===== config.mk =====
export PLATFORM = sky130hd
export DESIGN_NAME = dut_or_fifo_flat
export DESIGN_NICKNAME = d
export VERILOG_FILES = /design/src/rtl/dut_or_fifo_if.sv /design/src/rtl/dut_or_fifo.sv /design/src/flat_wrapper.sv
export SDC_FILE = /design/constraint.sdc
export NUM_CORES = 1
export LEC_CHECK = 0
export BUFFER_PORTS_ARGS = -buffer_cell sky130_fd_sc_hd__buf_2
export CORE_AREA = 5 5 42 44
export DETAILED_ROUTE_END_ITERATION = 10
export DIE_AREA = 0 0 47 49
export PLACE_DENSITY = 0.74
export SETUP_SLACK_MARGIN = 0.02
export SYNTH_ARGS = -nofsm -noshare
export SYNTH_HDL_FRONTEND = slang
export SYNTH_SLANG_ARGS = --single-unit

===== constraint.sdc =====
create_clock -name CLK -period 4.05 [get_ports CLK]
set_input_delay 0.405 -clock CLK [delete_from_list [all_inputs] [get_ports CLK]]
set_output_delay 0.405 -clock CLK [all_outputs]
set_load 0.1 [all_outputs]

===== src/rtl/dut_or_fifo_if.sv =====
// dut_or_fifo_if: register-style write and read ports of the OR engine.
// Latency: none, plain wires; read_data is combinational in the slave.
// Backpressure: write_rdy / read_rdy gate write_en / read_en.
interface dut_or_fifo_if;
    logic [2:0] write_address;
    logic       write_data;
    logic       write_en;
    logic       write_rdy;
    logic [2:0] read_address;
    logic       read_en;
    logic       read_data;
    logic       read_rdy;

    modport master (
        output write_address,
        output write_data,
        output write_en,
        input  write_rdy,
        output read_address,
        output read_en,
        input  read_data,
        input  read_rdy
    );

    modport slave (
        input  write_address,
        input  write_data,
        input  write_en,
        output write_rdy,
        input  read_address,
        input  read_en,
        output read_data,
        output read_rdy
    );
endinterface


===== src/rtl/dut_or_fifo.sv =====
// dut_or_fifo: 1-bit OR of two 2-deep input FIFOs (A, B) into a 1-deep result FIFO (Y).
// Latency: both operands present -> OR fires at the next edge -> Y readable the cycle after.
// Backpressure: OR stalls while Y is full and unpopped; writes to a full A/B are dropped.
// Optional DELAYED_RDY_EN: each accepted transaction drops that port's rdy for one cycle.
module dut_or_fifo (
    input  logic         CLK,
    input  logic         RST_N,
    dut_or_fifo_if.slave bus
);
    localparam logic [2:0] ADDR_A_STATUS = 3'd0;
    localparam logic [2:0] ADDR_B_STATUS = 3'd1;
    localparam logic [2:0] ADDR_Y_STATUS = 3'd2;
    localparam logic [2:0] ADDR_Y_OUTPUT = 3'd3;
    localparam logic [2:0] ADDR_A_DATA   = 3'd4;
    localparam logic [2:0] ADDR_B_DATA   = 3'd5;

    // Two-entry FIFO storage: bit 0 is the head, count is 0..2.
    logic [1:0] a_mem, a_mem_nxt, a_cnt, a_cnt_nxt;
    logic [1:0] b_mem, b_mem_nxt, b_cnt, b_cnt_nxt;
    logic       a_full, a_empty, b_full, b_empty;
    logic       a_push, a_pop, b_push, b_pop;

    // One-entry result FIFO.
    logic       y_vld, y_dat;
    logic       y_pop, y_can_accept;

    logic       write_acc, read_acc, or_fire;

    // Next state of a 2-deep shift FIFO with simultaneous push/pop.
    function automatic logic [1:0] fifo2_mem_nxt(input logic [1:0] mem,
                                                 input logic [1:0] cnt,
                                                 input logic       push,
                                                 input logic       pop,
                                                 input logic       din);
        logic [1:0] m;
        logic [1:0] idx;
        m = mem;
        if (pop) begin
            m = {1'b0, mem[1]};
        end
        idx = cnt - {1'b0, pop};
        if (push) begin
            if (idx == 2'd0) begin
                m[0] = din;
            end else begin
                m[1] = din;
            end
        end
        return m;
    endfunction

    assign a_full  = (a_cnt == 2'd2);
    assign a_empty = (a_cnt == 2'd0);
    assign b_full  = (b_cnt == 2'd2);
    assign b_empty = (b_cnt == 2'd0);

`ifdef DELAYED_RDY_EN
    logic wr_block_q;
    logic rd_block_q;

    // Blank each port for the cycle right after it accepts a transaction.
    always_ff @(posedge CLK or posedge RST_N) begin
        if (RST_N) begin
            wr_block_q <= 1'b0;
            rd_block_q <= 1'b0;
        end else begin
            wr_block_q <= write_acc;
            rd_block_q <= read_acc;
        end
    end

    assign bus.write_rdy = !RST_N && !wr_block_q;
    assign bus.read_rdy  = !RST_N && !rd_block_q;
`else
    assign bus.write_rdy = !RST_N;
    assign bus.read_rdy  = !RST_N;
`endif

    assign write_acc = bus.write_en && bus.write_rdy;
    assign read_acc  = bus.read_en  && bus.read_rdy;

    // Popping Y by software frees the slot for a same-cycle OR result.
    assign y_pop        = read_acc && (bus.read_address == ADDR_Y_OUTPUT) && y_vld;
    assign y_can_accept = !y_vld || y_pop;
    assign or_fire      = !a_empty && !b_empty && y_can_accept;

    assign a_pop  = or_fire;
    assign b_pop  = or_fire;
    // A write into a full FIFO still lands if the OR stage pops it this cycle.
    assign a_push = write_acc && (bus.write_address == ADDR_A_DATA) && (!a_full || a_pop);
    assign b_push = write_acc && (bus.write_address == ADDR_B_DATA) && (!b_full || b_pop);

    // Next-state of the input FIFOs.
    always_comb begin
        a_mem_nxt = fifo2_mem_nxt(a_mem, a_cnt, a_push, a_pop, bus.write_data);
        b_mem_nxt = fifo2_mem_nxt(b_mem, b_cnt, b_push, b_pop, bus.write_data);
        a_cnt_nxt = a_cnt + {1'b0, a_push} - {1'b0, a_pop};
        b_cnt_nxt = b_cnt + {1'b0, b_push} - {1'b0, b_pop};
    end

    // Input FIFO state registers.
    always_ff @(posedge CLK or posedge RST_N) begin
        if (RST_N) begin
            a_mem <= 2'b00;
            a_cnt <= 2'd0;
            b_mem <= 2'b00;
            b_cnt <= 2'd0;
        end else begin
            a_mem <= a_mem_nxt;
            a_cnt <= a_cnt_nxt;
            b_mem <= b_mem_nxt;
            b_cnt <= b_cnt_nxt;
        end
    end

    // Result FIFO: an OR result takes priority over emptying since pop frees the slot.
    always_ff @(posedge CLK or posedge RST_N) begin
        if (RST_N) begin
            y_vld <= 1'b0;
            y_dat <= 1'b0;
        end else if (or_fire) begin
            y_vld <= 1'b1;
            y_dat <= a_mem[0] | b_mem[0];
        end else if (y_pop) begin
            y_vld <= 1'b0;
            y_dat <= 1'b0;
        end
    end

    // Read mux; forced low during reset and for unmapped addresses.
    always_comb begin
        bus.read_data = 1'b0;
        if (!RST_N) begin
            case (bus.read_address)
                ADDR_A_STATUS: bus.read_data = !a_full;
                ADDR_B_STATUS: bus.read_data = !b_full;
                ADDR_Y_STATUS: bus.read_data = y_vld;
                ADDR_Y_OUTPUT: bus.read_data = y_vld & y_dat;
                default:       bus.read_data = 1'b0;
            endcase
        end
    end
endmodule


===== src/flat_wrapper.sv =====
// flat-port wrapper written by rule: the top's interface ports become plain ports
module dut_or_fifo_flat 
  (CLK, RST_N, bus_write_address, bus_write_data, bus_write_en, bus_write_rdy, bus_read_address, bus_read_en, bus_read_data, bus_read_rdy);
  dut_or_fifo_if bus_i ();
  input  logic CLK;
  input  logic RST_N;
  input wire logic [$bits(bus_i.write_address)-1:0] bus_write_address;
  input wire logic [$bits(bus_i.write_data)-1:0] bus_write_data;
  input wire logic [$bits(bus_i.write_en)-1:0] bus_write_en;
  output wire logic [$bits(bus_i.write_rdy)-1:0] bus_write_rdy;
  input wire logic [$bits(bus_i.read_address)-1:0] bus_read_address;
  input wire logic [$bits(bus_i.read_en)-1:0] bus_read_en;
  output wire logic [$bits(bus_i.read_data)-1:0] bus_read_data;
  output wire logic [$bits(bus_i.read_rdy)-1:0] bus_read_rdy;
  assign bus_i.write_address = bus_write_address;
  assign bus_i.write_data = bus_write_data;
  assign bus_i.write_en = bus_write_en;
  assign bus_write_rdy = bus_i.write_rdy;
  assign bus_i.read_address = bus_read_address;
  assign bus_i.read_en = bus_read_en;
  assign bus_read_data = bus_i.read_data;
  assign bus_read_rdy = bus_i.read_rdy;
  dut_or_fifo u_core (.CLK(CLK), .RST_N(RST_N), .bus(bus_i));
endmodule

; ---- After elaboration in Yosys (flattened, before gate mapping)
; Cells that the tools add are included.
; W data, S select, Z words.
[word_totals]
mem_count = 0
ramBits = 0
output_inout_bits = 3
latchBits = 0
ff_bits = 10
rom_bits = 0
word_cells = 59
inputBits = 11
[classes]
mux = 13
addsub = 6
shift = 0
multipliers = 0
n_eq_ne = 7
bitwise_logic = 2
n_reduce_logical = 25
order_cmp = 0
div = 0
[op_table]
columns = cell, count
row1 = $logic_and A1 B1 Y1, 10
row2 = $logic_not A2 Y1, 4
row3 = $mux W1, 8
row4 = $mux W2, 4
row5 = $sub A2 B1 Y2, 4
row6 = $eq A3 B2 Y1 const B, 2
row7 = $eq A3 B3 Y1 const B, 2
row8 = $logic_not A1 Y1, 6
row9 = $add A2 B1 Y2, 2
row10 = $eq A2 B2 Y1 const B, 2
row11 = $pmux W1 S4, 1
row12 = $eq A3 B1 Y1 const B, 1
row13 = $logic_not A3 Y1, 1
row14 = $logic_or A1 B1 Y1, 3
row15 = $reduce_bool A2 Y1, 1
row16 = $and A1 B1 Y1, 1
row17 = $or A1 B1 Y1, 1

; ---- Depth between registers and ports, before layout
[logic_depth]
ltp_word = 10
ltp_mapped = 8
ltp_nobuf = 8

; ---- Worst setup path after synthesis
; Ideal clock, no wire load.
[synth_path]
path_kind = register to output
from = register u_core.b_cnt[1]
to = output port bus_read_data
required_ps = 3645
arrival_ps = 2861
path_stages_with_launch = 5
slack_ps = 784
path_buffers = 0
cell_sequence = dfrtp_1 > nor2b_1 > a211oi_1 > a31oi_1 > nor3_1
[synth_via]
elab_chain_cells = 4
[synth_rtl]
columns = element, line
row1 = "start, declared", dut_or_fifo.sv:19  ; logic [1:0] b_mem, b_mem_nxt, b_cnt, b_cnt_nxt;
row2 = "start signal, assigned", dut_or_fifo.sv:112  ; b_cnt <= b_cnt_nxt;
row3 = $eq A2 B2 Y1, dut_or_fifo.sv:54  ; assign b_full = (b_cnt == 2'd2);
row4 = $logic_not A1 Y1, dut_or_fifo.sv:136  ; ADDR_B_STATUS: bus.read_data = !b_full;
row5 = $pmux W1 S4, dut_or_fifo.sv:134  ; case (bus.read_address)
row6 = $mux W1, dut_or_fifo.sv:133  ; if (!RST_N) begin
row7 = "end, declared", flat_wrapper.sv:13  ; output wire logic [$bits(bus_i.read_data)-1:0] bus_read_data;
; Every way passes these cells.

; ---- Worst setup path after layout
[layout_path]
from = register u_core.a_cnt[0]
to = register u_core.a_mem[0]
[layout_via]
elab_chain_cells = 8
elab_cells_between_ends = 13
cone_classes = add/sub: 1 / eq/ne: 1 / mux: 3 / reduce/logical: 8
[layout_rtl]
columns = element, line
row1 = "start, declared", dut_or_fifo.sv:18  ; logic [1:0] a_mem, a_mem_nxt, a_cnt, a_cnt_nxt;
row2 = "start signal, assigned", dut_or_fifo.sv:110  ; a_cnt <= a_cnt_nxt;
row3 = $logic_not A2 Y1 *, dut_or_fifo.sv:53  ; assign a_empty = (a_cnt == 2'd0);
row4 = $logic_not A1 Y1 *, dut_or_fifo.sv:85  ; assign or_fire = !a_empty && !b_empty && y_can_accept;
row5 = $logic_and A1 B1 Y1 * (2 in a row), dut_or_fifo.sv:85
row6 = net u_core.a_pop, dut_or_fifo.sv:21  ; logic a_push, a_pop, b_push, b_pop;
row7 = $sub A2 B1 Y2, dut_or_fifo.sv:41  ; idx = cnt - {1'b0, pop};
row8 = $logic_not A2 Y1, dut_or_fifo.sv:43  ; if (idx == 2'd0) begin
row9 = $mux W1, dut_or_fifo.sv:43
row10 = $mux W2 *, dut_or_fifo.sv:42  ; if (push) begin
row11 = net u_core.a_mem_nxt[0], dut_or_fifo.sv:18
row12 = "end signal, assigned", dut_or_fifo.sv:109  ; a_mem <= a_mem_nxt;
row13 = "end, declared", dut_or_fifo.sv:18
; The timed path passes the listed nets; every way through them passes the cells marked *.
; A chain may end at the register's enable or synchronous reset.

==> flow_summary.ini <==
[critical_path]
crit_chain = o22a_2, o211ai_4, inv_1, ha_1, xnor2_1, nand2_1, a211oi_1, mux2_2
critPathRequiredTime_ns = 4.21
critPathBufInv = 1
arrival_ns = 2.39
cp-start-kind = flop
endpoint_kind = flop
r2r-start = u_core.a_cnt[0]
crit_path_end = u_core.a_mem[0]
worst-r2r-setup-slack_ns = 1.82
r2r_end = u_core.a_mem[0]
critPathKind = flop to flop
cpPeakStageDelay_ns = 0.41
crit_family = compound AO/OA/AOI/OAI gates
ff2ff_path_depth = 8
slowest_stage = dfrtp_1
crit_path_max_fanout = 10
crit_cells = 8
critPathLaunch = u_core.a_cnt[0]

[drt]
drc_errors = 0
vias = 527
ant_nets = 0
drt-wirelength-per-cell_um = 13.15
first_pass_iters = 4
wirelength_um = 1289
drt_iter0_drc = 4
via_per_inst = 5.378

[job]
drv_cap = 0

[placed_design]
dp_cells = 94
portBuffers = 13
place.gp.congestion = 0.8021
dp_slack_ns = 1.632
hpwl_um = 1070
place_area_um2 = 739.5

[floorplanning]
start_util = 0.4723
fp.dieH_um = 49
io_pins = 14
rows = 14
die_area_um2 = 2303
die_w_um = 47
core_area_um2 = 1401

[timing]
fin_crit_sh = 0.5502
worst_slack_ns = 1.822
setup_tns_ns = 0
setup_viol = 0
rsz0062_at_grt = false
holdWs_ns = 0.1653
worst_pin_slew_ns = 0.4846
hold_violations = 0
fin_skew_ns = 0.002389
drv_slew = 0
period_minus_slack_ns = 2.228
slew_headroom = 0.6792
fmax_mhz = 448.8

[pwr]
vdd_drop_max_v = 0.0003521
power.total_mw = 0.4473
p_per_area_nw_per_um2 = 576.6
power.leakage_nw = 0.3818

[cts]
cts.repair.resized = 0
root_buffer = clkbuf_4
numCtsBuffers = 3
hold_buffers = 0
insertion_delay_ns = 0.27
numClockSinks = 10
cts.htree.levels = 1
post-cts-setup-buffer-count = 0
path_clk_slew_ns = 0.07
cts_max_path_buffers = 2
tritoncts = built

[synthesis]
netlist_instances = 66
synth.yosys.seq_area_share = 0.3781
syn_avg_cell_area_um2 = 10.03
synthDistinctLibCells = 30
synth_seq_cells = 10
ys_warn_count = 0
post_synth_instance_area_um2 = 661.9
synth_nets = 81

[finish]
finish.utilization = 0.5536
nets = 98
diodes = 0
fin_cells = 98
fin_area_um2 = 775.7
layout-drive-gt1-share = 0.3293
areaGrowthSynthToFinish_pct = 17.20

[global_routing]
grt_remaining_overflow = 0
grt_pass1_wl_um = 2104
grt_pass1_vias = 534
antenna_found_initial = 0
grt_max_degree = 13
grt_usage = 0.1269

[status]
status = finished, final reports clean

[worst_hold_path]
hold_class = input pin to async pin
[sequential cells by signal (all words and copies together), names as in the netlist]
signal,flops
u_core.b_mem,2
u_core.a_mem,2
u_core.y_dat,1
u_core.b_cnt,2
u_core.y_vld,1
u_core.a_cnt,2
[worst min-delay path by stage]
| stage | from | endpoint |
|---|---|---|
| after floorplan | u_core.y_dat | u_core.y_dat |
| after global placement | RST_N | u_core.y_dat |
| after detailed placement | RST_N | u_core.b_mem[0] |
| after CTS | RST_N | u_core.b_mem[0] |
| after global routing | RST_N | u_core.b_mem[0] |
| final | RST_N | u_core.a_mem[0] |
[metal layers]
| metal | up-vias | track usage | part of all wire |
|---|---|---|---|
| li1 | 263 | - | - |
| met1 | 241 | 0.1530 | 0.43 |
| met2 | 18 | 0.1968 | 0.44 |
| met3 | 5 | 0.02214 | 0.098 |
| met4 | 0 | 0.08295 | 0.032 |
| met5 | - | 0 | 0 |
[cell families (layout without fill, tap and decap cells)]
logic type | Yosys count | count (layout) | synth area share
xor gates and xnor gates | 4 | 4 | 0.05292
adders and majority gates | 4 | 4 | 0.07562
muxes | 4 | 4 | 0.08506
DFF | 10 | 10 | 0.3781
buffers and inverters | 9 | 25 | 0.05672
and+or+nand+nor | 20 | 20 | 0.1720
AOI/OAI and AO/OA | 15 | 15 | 0.1796
[worst register-to-register path, cell delays in order (launching register included)]
cell and delay [ns]:
dfrtp_1 0.41, o22a_2 0.28, o211ai_4 0.15, inv_1 0.12, ha_1 0.22, xnor2_1 0.21, nand2_1 0.12, a211oi_1 0.25
mux2_2 0.36
[synthesized netlist by cell type]
library cell | instances | area [µm²]
dfrtp_1 | 10 | 250.2
inv_1 | 7 | 26.28
nor2_1 | 5 | 18.77
ha_1 | 4 | 50.05
nand2_1 | 4 | 15.01
xnor2_1 | 4 | 35.03
a21oi_1 | 3 | 15.01
mux2_4 | 3 | 45.04
a211oi_1 | 2 | 15.01
nor2b_1 | 2 | 12.51
nor3b_1 | 2 | 15.01
o21ai_0 | 2 | 10.01
a31o_1 | 1 | 8.760
a31oi_1 | 1 | 6.260
and2_1 | 1 | 6.260
and3_4 | 1 | 11.26
and4bb_1 | 1 | 12.51
buf_4 | 1 | 7.510
inv_2 | 1 | 3.750
mux2_2 | 1 | 11.26
nand2b_1 | 1 | 6.260
nand3_1 | 1 | 5.000
nor3_1 | 1 | 5.000
o211ai_4 | 1 | 21.27
o21ai_1 | 1 | 5.000
o21ai_2 | 1 | 8.760
o22a_2 | 1 | 10.01
o2bb2ai_1 | 1 | 8.760
o311a_1 | 1 | 10.01
or2_2 | 1 | 6.260
[power breakdown]
part,total [mW],internal (mW),leakage [nW],switching (mW)
clock network,0.0907,0.0547,0.0210,0.0360
logic,0.180,0.0868,0.238,0.0928
registers,0.177,0.143,0.122,0.0342
total,0.447,0.284,0.382,0.163
[layout make-up]
| class | count | area [µm²] |
|---|---|---|
| sequential | 10 | 250.2 |
| tap | 16 | 20.02 |
| inverter | 8 | 30.03 |
| multi-input combinational | 47 | 374.1 |
| timing repair buffer | 13 | 65.06 |
| clock buffer | 4 | 36.28 |
| fill | 138 | 625.6 |
[layout by cell type, fill, tap and decap left out, types with 2 or more instances in the layout]
cell type	n
a211oi_1	2
a21oi_1	3
buf_2	13
clkbuf_4	3
dfrtp_1	10
ha_1	4
inv_1	7
mux2_4	3
nand2_1	4
nor2_1	5
nor2b_1	2
nor3b_1	2
o21ai_0	2
xnor2_1	4
Note: power is estimated with default switching activity, not from simulation.
